==> src/rtl/uart_rx_packet_ctrl.sv <==
`default_nettype none
// ============================================================================
// Module      : uart_rx_packet_ctrl
// Description : Frame parser downstream of a byte-level UART receiver.
//               Hunts for SYNC_BYTE, then parses CMD, LEN, LEN payload
//               bytes and an 8-bit additive checksum. Good payloads are held
//               in an internal buffer behind a valid/ack handshake; bad,
//               stalled or unacknowledged traffic is dropped and flagged.
//               Optional feature macro: UART_PKT_TIMEOUT_EN (inter-byte
//               timeout; when undefined err_timeout is tied low).
// Revision    : 1.0 - initial release
// ============================================================================
module uart_rx_packet_ctrl #(
    parameter logic [7:0] SYNC_BYTE = 8'hA5,
    parameter int         MAX_LEN   = 16,
    parameter int         TIMEOUT   = 5000
) (
    input  logic       sys_clk,
    input  logic       sys_rst,
    input  logic       uart_rec,
    input  logic [7:0] uart_data_in,
    output logic       pkt_valid,
    input  logic       pkt_ack,
    output logic [7:0] pkt_cmd,
    output logic [7:0] pkt_len,
    input  logic [7:0] rd_addr,
    output logic [7:0] rd_data,
    output logic       busy,
    output logic       err_cksum,
    output logic       err_len,
    output logic       err_timeout,
    output logic       err_drop
);

    localparam int         c_AW      = (MAX_LEN > 1) ? $clog2(MAX_LEN) : 1;
    localparam logic [8:0] c_MAX_LEN = 9'(MAX_LEN);

    localparam logic [2:0] c_ST_IDLE  = 3'd0;
    localparam logic [2:0] c_ST_CMD   = 3'd1;
    localparam logic [2:0] c_ST_LEN   = 3'd2;
    localparam logic [2:0] c_ST_DATA  = 3'd3;
    localparam logic [2:0] c_ST_CKSUM = 3'd4;
    localparam logic [2:0] c_ST_DONE  = 3'd5;

    // Elaboration-time range checks on the configuration.
    if (MAX_LEN < 1 || MAX_LEN > 255) begin : g_bad_max_len
        $error("uart_rx_packet_ctrl: MAX_LEN must be 1..255");
    end
    if (TIMEOUT < 1 || TIMEOUT > 24'hFF_FFFF) begin : g_bad_timeout
        $error("uart_rx_packet_ctrl: TIMEOUT must be 1..2^24-1");
    end

    logic [2:0] r_state;
    logic [2:0] w_state_nxt;
    logic       r_rec_d;
    logic       w_byte_ev;
    logic [7:0] r_cmd;
    logic [7:0] r_len;
    logic [7:0] r_sum;
    logic [7:0] r_idx;
    logic [7:0] r_buf [MAX_LEN];
    logic [7:0] r_rd_data;
    logic       r_err_cksum;
    logic       r_err_len;
    logic       r_err_drop;
    logic       w_busy;
    logic       w_timeout;
    logic       w_ld_cmd;
    logic       w_ld_len;
    logic       w_wr_buf;
    logic       w_err_cksum;
    logic       w_err_len;
    logic       w_err_drop;

    // A new byte is a rising edge of the receiver's completion flag.
    assign w_byte_ev = uart_rec & ~r_rec_d;
    assign w_busy    = (r_state == c_ST_CMD)  || (r_state == c_ST_LEN) ||
                       (r_state == c_ST_DATA) || (r_state == c_ST_CKSUM);

    // Edge-detect history; resets high so a flag already high at release is not a byte.
    always_ff @(posedge sys_clk) begin
        if (sys_rst) r_rec_d <= 1'b1;
        else         r_rec_d <= uart_rec;
    end

`ifdef UART_PKT_TIMEOUT_EN
    localparam logic [23:0] c_TMO_LAST = 24'(TIMEOUT - 1);
    logic [23:0] r_tmo_cnt;
    logic        r_err_tmo;

    // Inter-byte stall counter: restarts on each byte, idles outside a frame.
    always_ff @(posedge sys_clk) begin
        if (sys_rst || w_byte_ev || !w_busy) r_tmo_cnt <= 24'd0;
        else                                 r_tmo_cnt <= r_tmo_cnt + 24'd1;
    end

    // A byte arriving on the expiry cycle wins, so expiry requires no event.
    assign w_timeout = w_busy & ~w_byte_ev & (r_tmo_cnt == c_TMO_LAST);

    // Registered timeout pulse.
    always_ff @(posedge sys_clk) begin
        if (sys_rst) r_err_tmo <= 1'b0;
        else         r_err_tmo <= w_timeout;
    end
    assign err_timeout = r_err_tmo;
`else
    assign w_timeout   = 1'b0;
    assign err_timeout = 1'b0;
`endif

    // State register.
    always_ff @(posedge sys_clk) begin
        if (sys_rst) r_state <= c_ST_IDLE;
        else         r_state <= w_state_nxt;
    end

    // Next-state decode and datapath strobes for the frame parser.
    always_comb begin
        w_state_nxt = r_state;
        w_ld_cmd    = 1'b0;
        w_ld_len    = 1'b0;
        w_wr_buf    = 1'b0;
        w_err_cksum = 1'b0;
        w_err_len   = 1'b0;
        w_err_drop  = 1'b0;
        case (r_state)
            c_ST_IDLE: begin
                if (w_byte_ev && (uart_data_in == SYNC_BYTE)) w_state_nxt = c_ST_CMD;
            end
            c_ST_CMD: begin
                if (w_byte_ev) begin
                    w_ld_cmd    = 1'b1;
                    w_state_nxt = c_ST_LEN;
                end
            end
            c_ST_LEN: begin
                if (w_byte_ev) begin
                    if ({1'b0, uart_data_in} > c_MAX_LEN) begin
                        w_err_len   = 1'b1;
                        w_state_nxt = c_ST_IDLE;
                    end else begin
                        w_ld_len    = 1'b1;
                        w_state_nxt = (uart_data_in == 8'd0) ? c_ST_CKSUM : c_ST_DATA;
                    end
                end
            end
            c_ST_DATA: begin
                if (w_byte_ev) begin
                    w_wr_buf = 1'b1;
                    if (r_idx + 8'd1 == r_len) w_state_nxt = c_ST_CKSUM;
                end
            end
            c_ST_CKSUM: begin
                if (w_byte_ev) begin
                    if (uart_data_in == r_sum) begin
                        w_state_nxt = c_ST_DONE;
                    end else begin
                        w_err_cksum = 1'b1;
                        w_state_nxt = c_ST_IDLE;
                    end
                end
            end
            c_ST_DONE: begin
                // Held frame is frozen: any byte here is discarded, even SYNC.
                if (w_byte_ev) w_err_drop  = 1'b1;
                if (pkt_ack)   w_state_nxt = c_ST_IDLE;
            end
            default: w_state_nxt = c_ST_IDLE;
        endcase
        if (w_timeout) w_state_nxt = c_ST_IDLE;
    end

    // Header capture, running checksum and payload index.
    always_ff @(posedge sys_clk) begin
        if (sys_rst) begin
            r_cmd <= 8'd0;
            r_len <= 8'd0;
            r_sum <= 8'd0;
            r_idx <= 8'd0;
        end else begin
            if (w_ld_cmd) begin
                r_cmd <= uart_data_in;
                r_sum <= uart_data_in;
            end
            if (w_ld_len) begin
                r_len <= uart_data_in;
                r_sum <= r_sum + uart_data_in;
                r_idx <= 8'd0;
            end
            if (w_wr_buf) begin
                r_sum <= r_sum + uart_data_in;
                r_idx <= r_idx + 8'd1;
            end
        end
    end

    // Payload buffer write port; contents are don't-care after reset.
    always_ff @(posedge sys_clk) begin
        if (w_wr_buf) r_buf[r_idx[c_AW-1:0]] <= uart_data_in;
    end

    // Registered read port; addresses beyond the buffer read as zero.
    always_ff @(posedge sys_clk) begin
        if (sys_rst)                        r_rd_data <= 8'd0;
        else if ({1'b0, rd_addr} < c_MAX_LEN) r_rd_data <= r_buf[rd_addr[c_AW-1:0]];
        else                                r_rd_data <= 8'd0;
    end

    // Registered single-cycle error pulses.
    always_ff @(posedge sys_clk) begin
        if (sys_rst) begin
            r_err_cksum <= 1'b0;
            r_err_len   <= 1'b0;
            r_err_drop  <= 1'b0;
        end else begin
            r_err_cksum <= w_err_cksum;
            r_err_len   <= w_err_len;
            r_err_drop  <= w_err_drop;
        end
    end

    assign pkt_valid = (r_state == c_ST_DONE);
    assign pkt_cmd   = r_cmd;
    assign pkt_len   = r_len;
    assign rd_data   = r_rd_data;
    assign busy      = w_busy;
    assign err_cksum = r_err_cksum;
    assign err_len   = r_err_len;
    assign err_drop  = r_err_drop;

endmodule
`default_nettype wire
==> config.mk <==
export PLATFORM = sky130hd
export DESIGN_NAME = uart_rx_packet_ctrl
export DESIGN_NICKNAME = d
export VERILOG_FILES = /design/src/rtl/uart_rx_packet_ctrl.sv
export SDC_FILE = /design/constraint.sdc
export NUM_CORES = 1
export LEC_CHECK = 0
export BUFFER_PORTS_ARGS = -buffer_cell sky130_fd_sc_hd__buf_2
export CAP_MARGIN = 40
export CORE_UTILIZATION = 40
export CTS_CLUSTER_SIZE = 40
export DETAILED_ROUTE_END_ITERATION = 10
export SKIP_CTS_REPAIR_TIMING = 1
export SYNTH_ARGS = -nofsm -noshare
export SYNTH_HDL_FRONTEND = slang
export SYNTH_SLANG_ARGS = --single-unit
==> constraint.sdc <==
create_clock -name sys_clk -period 5.3 [get_ports sys_clk]
set_clock_uncertainty 0.2 [all_clocks]
set_input_delay 1.325 -clock sys_clk [delete_from_list [all_inputs] [get_ports sys_clk]]
set_output_delay 1.325 -clock sys_clk [all_outputs]
set_load 0.01 [all_outputs]
==> results of run 1 <==
## synth_stat cells (all sizes together) (9+ instances only)
cell type	instances	share of area
a21oi	22	0.016
buf	14	0.012
clkbuf	11	0.0056
dfxtp	47	0.13
edfxtp	128	0.52
ha	11	0.019
inv	10	0.0051
mux4	40	0.12
nand2	43	0.022
nand3	9	0.0061
nor2	40	0.021
nor2b	11	0.0093
nor3	13	0.0095
o21ai	14	0.010
xnor2	9	0.011
## sequential cells by signal, indices dropped and copies added, names as in the netlist
signal	cells
r_buf	128
pkt_cmd	8
pkt_len	8
r_idx	8
r_sum	8
rd_data	8
r_state	3
err_cksum	1
err_drop	1
err_len	1
r_rec_d	1
## routing by layer
metal | global-route usage | share of wire
met5 | 0 | 0
met4 | 0.0380 | 0.0083
met3 | 0.0471 | 0.039
met2 | 0.304 | 0.49
met1 | 0.256 | 0.46
## per-stage QoR
step                      hold WS, ns  worst slack [ns]
after detailed placement        0.248              1.53
after global placement          0.241              1.58
after floorplan                 0.258              2.05
final                           0.257              1.97
after CTS                       0.257              1.99
after global routing            0.284              1.87
## report_power, final
| group | leakage (nW) | internal [mW] | switching [mW] |
|---|---|---|---|
| clock network | 0.278 | 0.700 | 0.544 |
| logic | 1.02 | 0.0451 | 0.0601 |
| registers | 1.53 | 1.47 | 0.000379 |
## logic make-up (layout without fill, tap and decap cells)
group                    count (synthesis)  count (layout)  share of synthesized area
flip-flops                             175             175                      0.650
AND/OR/NAND/NOR                        151             151                      0.101
AO/OA/AOI/OAI                           66              66                     0.0608
multiplexers                            45              45                      0.129
buffers and inverters                   35             106                     0.0224
XOR/XNOR                                13              13                     0.0155
adder cells (fa/ha/maj)                 12              12                     0.0214
other                                    1               1                   0.000509
## final cells by class
class                      instances  area (um^2)
clock inverter                    15          160
multi-input combinational        288         2420
timing repair buffer              64          365
tap                              229          287
sequential                       175         4780
inverter                          10         37.5
clock buffer                      17          425
fill                            1595         9540
## worst paths after layout
kind	start	to	cells after the start
setup / recovery	uart_data_in[0]	r_sum[6]$_SDFFE_PP0P_	10
setup reg to reg	r_state[0]$_SDFFE_PP0P_	r_buf[8][5]$_DFFE_PP_	3
hold / removal	pkt_cmd[2]$_SDFFE_PP0P_	pkt_cmd[2]$_SDFFE_PP0P_	2
hold reg to reg	pkt_cmd[2]$_SDFFE_PP0P_	pkt_cmd[2]$_SDFFE_PP0P_	2
## worst reg2reg max path, cell delays in order (launching register included)
cell,delay (ns)
sky130_fd_sc_hd__dfxtp_1,0.64
sky130_fd_sc_hd__and3_1,0.51
sky130_fd_sc_hd__nand2_1,0.19
sky130_fd_sc_hd__nor2_1,0.69
==> metrics.txt, run 1 <==
# TYPE chip_impl_metric gauge
chip_impl_metric{name="async_flop_share",unit=""} 0
chip_impl_metric{name="cp.buffers_inverters",unit=""} 2
chip_impl_metric{name="via_per_inst",unit=""} 5.52
chip_impl_info{name="hp-class",value="register to register"} 1
chip_impl_metric{name="number_of_cells_produced_by_synthesis",unit=""} 498
chip_impl_metric{name="die_w",unit="um"} 138
chip_impl_metric{name="cp_data_arrival_time",unit="ns"} 3.48
chip_impl_metric{name="power.density_cell_area",unit="nW/um^2"} 332
chip_impl_metric{name="post_dp_cell_area",unit="um^2"} 7900
chip_impl_metric{name="report.power.total",unit="mW"} 2.82
chip_impl_metric{name="clk_pin_slew",unit="ns"} 0.06
chip_impl_info{name="rsz0062_at_grt",value="false"} 1
chip_impl_metric{name="diodes",unit=""} 0
chip_impl_metric{name="stdcell_area",unit="um^2"} 8480
chip_impl_metric{name="drt_wl_total",unit="um"} 16300
chip_impl_metric{name="rrSetupSlack",unit="ns"} 2.69
chip_impl_metric{name="grt_pass1_vias",unit=""} 4451
chip_impl_info{name="timing.critical_path.slowest_stage_cell",value="sky130_fd_sc_hd__fa_1"} 1
chip_impl_metric{name="worst-slew-pin-transition",unit="ns"} 0.850
chip_impl_metric{name="die_area",unit="um^2"} 19000
chip_impl_metric{name="post_synth_instance_area",unit="um^2"} 7360
chip_impl_info{name="timing.critical_path.mode_cell",value="sky130_fd_sc_hd__o21ai_0"} 1
chip_impl_metric{name="static-leakage-power",unit="nW"} 2.83
chip_impl_metric{name="vias",unit=""} 4406
chip_impl_metric{name="post_synth.cell_area_avg",unit="um^2"} 14.8
chip_impl_metric{name="worst-path-max-fanout",unit=""} 21
chip_impl_metric{name="synth_cell_types",unit=""} 57
chip_impl_metric{name="routed_wire_length_per_instance",unit="um"} 20.4
chip_impl_metric{name="layout.core_utilization",unit=""} 0.471
chip_impl_metric{name="ys_seq_area_frac",unit=""} 0.650
chip_impl_metric{name="layout-drive-gt1-share",unit=""} 0.255
chip_impl_metric{name="crit_path_max_incr_delay",unit="ns"} 0.40
chip_impl_metric{name="synthesis.nets",unit=""} 530
chip_impl_metric{name="synth-edff-count",unit=""} 128
chip_impl_metric{name="final.setup.tns",unit="ns"} 0
chip_impl_info{name="run_status",value="finished, final reports clean"} 1
chip_impl_metric{name="grt_max_degree",unit=""} 41
chip_impl_info{name="worst_setup_path_end_kind",value="register"} 1
chip_impl_metric{name="critPathRequiredTime",unit="ns"} 5.45
chip_impl_metric{name="finalCritPeriodShare",unit=""} 0.627
chip_impl_metric{name="io_pins",unit=""} 50
chip_impl_metric{name="clkLatencyLatePin",unit="ns"} 0.43
chip_impl_metric{name="antenna_found_initial",unit=""} 0
chip_impl_metric{name="maximum_root_to_sink_buffer_count",unit=""} 2
chip_impl_metric{name="maxClockFrequency",unit="GHz"} 0.301
chip_impl_metric{name="period_minus_slack",unit="ns"} 3.33
chip_impl_metric{name="final_wtd_congestion",unit=""} 0.857
chip_impl_metric{name="synth_seq_cells",unit=""} 175
chip_impl_metric{name="hpwlAfterDp",unit="um"} 11000
chip_impl_metric{name="initial_standard_cell_utilization_of_the_core",unit=""} 0.409
chip_impl_metric{name="grt_first_pass_wirelength",unit="um"} 25500
chip_impl_metric{name="syn2layout_area_growth",unit="%"} 15.2
chip_impl_metric{name="finalSetupViolCount",unit=""} 0
chip_impl_metric{name="ctsHtreeMaxLevel",unit=""} 4
chip_impl_metric{name="total_track_usage",unit=""} 0.188
chip_impl_metric{name="die_height",unit="um"} 138
chip_impl_info{name="critical_path.top_delay_family",value="compound AO/OA/AOI/OAI gates"} 1
chip_impl_metric{name="drt-initial-drc-count",unit=""} 337
chip_impl_metric{name="numCtsBuffers",unit=""} 17
chip_impl_info{name="tritoncts",value="done"} 1
chip_impl_info{name="leading_cell_types_in_the_layout_fill_and_taps_excluded",value="sky130_fd_sc_hd__edfxtp_1, sky130_fd_sc_hd__buf_2, sky130_fd_sc_hd__dfxtp_1"} 1
chip_impl_metric{name="route.antenna.remaining_nets",unit=""} 0
chip_impl_metric{name="max_transition_viols_final",unit=""} 0
chip_impl_metric{name="numPortBuffers",unit=""} 48
chip_impl_info{name="classification_of_the_worst_setup_path",value="input port to register"} 1
chip_impl_metric{name="dp_cell_count",unit=""} 766
chip_impl_metric{name="slew_headroom",unit=""} 0.431
chip_impl_metric{name="placementRows",unit=""} 49
chip_impl_info{name="most_common_library_cell_in_the_layout_ignoring_fill_and_taps",value="sky130_fd_sc_hd__edfxtp_1"} 1
chip_impl_metric{name="globalRouteOverflowTotal",unit=""} 0
chip_impl_metric{name="final_cell_count_no_fill",unit=""} 798
chip_impl_metric{name="hold_viol",unit=""} 0
chip_impl_info{name="root_buffer",value="sky130_fd_sc_hd__clkbuf_16"} 1
chip_impl_metric{name="ir_worst_vdd",unit="uV"} 229
chip_impl_metric{name="floorplan.core_area",unit="um^2"} 18000
chip_impl_metric{name="max_cap_violations",unit=""} 0
chip_impl_info{name="worstPathCellList",value="buf_2 > ha_1 > inv_1 > fa_1 > nor2b_1 > o21ai_0 > a21boi_0 > o21ai_0 > a211o_1 > a31oi_1"} 1
chip_impl_metric{name="cts_sinks",unit=""} 175
chip_impl_metric{name="drtPass1Iterations",unit=""} 4
chip_impl_info{name="startpoint_types",value="input port"} 1
chip_impl_info{name="synth-main-ff-cell",value="sky130_fd_sc_hd__edfxtp_1"} 1
chip_impl_metric{name="drc_errors",unit=""} 0
chip_impl_metric{name="yosysWarnings",unit=""} 0
chip_impl_metric{name="final_nets",unit=""} 588
Power figures use the tool's default switching activity.
==> inputs of run 2 (changes only) <==
clock period = 3.4 ns   (was 5.3 ns; I/O delays follow)
==> run 2 against run 1 <==
Net effect:
- global-route usage rose by 0.19 points
- routed wire length rose by 1.6%
- clock power up 52%
- die area unchanged
- register-to-register slack worse by 1.8 ns
- via count up 2.2%
- combinational power up 65%
- sequential share of layout area decreased by 0.80 points
- worst setup slack got worse by 1.3 ns
- critical path type unchanged
- worst hold slack is essentially flat
==> metrics.txt, run 2 (same netlist as run 1, synthesis figures left out) <==
# TYPE chip_impl_metric gauge
chip_impl_info{name="run_status",value="finished, final reports clean"} 1
chip_impl_metric{name="cts_sinks",unit=""} 175
chip_impl_metric{name="grt_first_pass_wirelength",unit="um"} 25600
chip_impl_info{name="most_common_library_cell_in_the_layout_ignoring_fill_and_taps",value="sky130_fd_sc_hd__edfxtp_1"} 1
chip_impl_metric{name="final.setup.tns",unit="ns"} 0
chip_impl_metric{name="layout-drive-gt1-share",unit=""} 0.265
chip_impl_metric{name="drt_wl_total",unit="um"} 16600
chip_impl_metric{name="period_minus_slack",unit="ns"} 2.72
chip_impl_metric{name="cp_data_arrival_time",unit="ns"} 2.87
chip_impl_info{name="leading_cell_types_in_the_layout_fill_and_taps_excluded",value="sky130_fd_sc_hd__edfxtp_1, sky130_fd_sc_hd__buf_2, sky130_fd_sc_hd__dfxtp_1"} 1
chip_impl_info{name="worstPathCellList",value="buf_2 > ha_1 > inv_1 > fa_1 > nor2b_1 > o21ai_0 > a21boi_0 > o21ai_0 > a211o_1 > a31oi_1"} 1
chip_impl_metric{name="hpwlAfterDp",unit="um"} 11100
chip_impl_info{name="root_buffer",value="sky130_fd_sc_hd__clkbuf_16"} 1
chip_impl_metric{name="initial_standard_cell_utilization_of_the_core",unit=""} 0.409
chip_impl_metric{name="final_wtd_congestion",unit=""} 0.859
chip_impl_metric{name="die_w",unit="um"} 138
chip_impl_metric{name="finalCritPeriodShare",unit=""} 0.801
chip_impl_metric{name="worst-path-max-fanout",unit=""} 21
chip_impl_metric{name="worst-slew-pin-transition",unit="ns"} 0.737
chip_impl_metric{name="ctsHtreeMaxLevel",unit=""} 4
chip_impl_metric{name="maximum_root_to_sink_buffer_count",unit=""} 2
chip_impl_info{name="global_routing_s_busiest_layer",value="met2"} 1
chip_impl_metric{name="layout.core_utilization",unit=""} 0.477
chip_impl_info{name="hp-class",value="register to register"} 1
chip_impl_metric{name="final_nets",unit=""} 604
chip_impl_info{name="worst_setup_path_end_kind",value="register"} 1
chip_impl_metric{name="max_cap_violations",unit=""} 0
chip_impl_info{name="tritoncts",value="done"} 1
chip_impl_info{name="timing.critical_path.slowest_stage_cell",value="sky130_fd_sc_hd__fa_1"} 1
chip_impl_metric{name="power.density_cell_area",unit="nW/um^2"} 504
chip_impl_info{name="rsz0062_at_grt",value="false"} 1
chip_impl_metric{name="routed_wire_length_per_instance",unit="um"} 20.3
chip_impl_metric{name="placementRows",unit=""} 49
chip_impl_metric{name="syn2layout_area_growth",unit="%"} 16.9
chip_impl_metric{name="setup_ws",unit="ns"} 0.675
chip_impl_metric{name="finalSetupViolCount",unit=""} 0
chip_impl_metric{name="drc_errors",unit=""} 0
chip_impl_metric{name="slew_headroom",unit=""} 0.506
chip_impl_metric{name="clkLatencyLatePin",unit="ns"} 0.42
chip_impl_metric{name="drtPass1Iterations",unit=""} 5
chip_impl_metric{name="dp_slack",unit="ns"} 0.258
chip_impl_metric{name="grt_pass1_vias",unit=""} 4446
chip_impl_metric{name="drt-initial-drc-count",unit=""} 301
chip_impl_metric{name="numPortBuffers",unit=""} 48
chip_impl_metric{name="gr-usage-met3",unit=""} 0.0453
chip_impl_metric{name="die_height",unit="um"} 138
chip_impl_metric{name="total_track_usage",unit=""} 0.190
chip_impl_metric{name="die_area",unit="um^2"} 19000
chip_impl_metric{name="grt_max_degree",unit=""} 33
chip_impl_metric{name="numCtsBuffers",unit=""} 17
chip_impl_metric{name="route.antenna.remaining_nets",unit=""} 0
chip_impl_metric{name="hold_viol",unit=""} 0
chip_impl_metric{name="antenna_found_initial",unit=""} 1
chip_impl_metric{name="static-leakage-power",unit="nW"} 2.91
chip_impl_metric{name="via_per_inst",unit=""} 5.53
chip_impl_metric{name="critPathRequiredTime",unit="ns"} 3.54
chip_impl_metric{name="groute.layer.met2.usage",unit=""} 0.314
chip_impl_metric{name="largest_register_ff_count",unit=""} 128
chip_impl_info{name="classification_of_the_worst_setup_path",value="input port to register"} 1
chip_impl_metric{name="vias",unit=""} 4504
chip_impl_metric{name="report.power.total",unit="mW"} 4.34
chip_impl_metric{name="io_pins",unit=""} 50
chip_impl_metric{name="maxClockFrequency",unit="GHz"} 0.367
chip_impl_metric{name="crit_path_max_incr_delay",unit="ns"} 0.39
chip_impl_info{name="timing.critical_path.mode_cell",value="sky130_fd_sc_hd__o21ai_0"} 1
chip_impl_metric{name="grt.met1_usage",unit=""} 0.243
chip_impl_metric{name="globalRouteOverflowTotal",unit=""} 0
chip_impl_metric{name="max_transition_viols_final",unit=""} 0
chip_impl_info{name="startpoint_types",value="input port"} 1
chip_impl_metric{name="ir_worst_vdd",unit="uV"} 350
chip_impl_metric{name="clk_pin_slew",unit="ns"} 0.06
chip_impl_metric{name="floorplan.core_area",unit="um^2"} 18000
## run 2: final timing paths
kind                                               from                      end  slack (ns)  depth (start not counted)
worst min-delay path            pkt_cmd[0]$_SDFFE_PP0P_  pkt_cmd[0]$_SDFFE_PP0P_        0.26                          2
worst max-delay path                    uart_data_in[0]    r_sum[6]$_SDFFE_PP0P_        0.68                         10
worst min register to register  pkt_cmd[0]$_SDFFE_PP0P_  pkt_cmd[0]$_SDFFE_PP0P_        0.26                          2
worst max register to register    r_idx[2]$_SDFFE_PP0P_  r_state[0]$_SDFFE_PP0P_        0.92                          6
## run 2: layout make-up
type                       count  area, um^2
antenna                        1        2.50
timing repair buffer          80         505
sequential                   175        4780
clock inverter                 8        81.3
clock buffer                  24         493
inverter                      10        37.5
fill                        1591        9420
tap                          229         287
multi-input combinational    288        2410
## run 2: stage by stage
stage	hold WS (ns)	cell area, um^2	cells
6_report	0.258	8610	815
5_1_grt	0.282	8600	814
4_1_cts	0.259	8600	814
3_5_place_dp	0.248	8030	782
3_3_place_gp	0.240	8030	782
2_1_floorplan	0.258	7360	498
## run 2: critical path, delay by kind of cell
kind,cells,cell delay (ns)
compound gates,5,0.92
buf+inv,2,0.34
simple gates,1,0.12
fa+ha+maj,2,0.62
## run 2: report_power, final
| part | internal (mW) | total, mW | switching (mW) |
|---|---|---|---|
| clock network | 1.10 | 1.88 | 0.780 |
| registers | 2.29 | 2.29 | 0.000522 |
| logic | 0.0777 | 0.173 | 0.0950 |
| total | 3.46 | 4.34 | 0.876 |
## run 2: per-layer routing
metal / part of all wire / vias to the layer above
li1: - / 2059
met1: 0.43 / 2284
met2: 0.49 / 136
met3: 0.053 / 25
met4: 0.022 / 0
met5: 0 / -
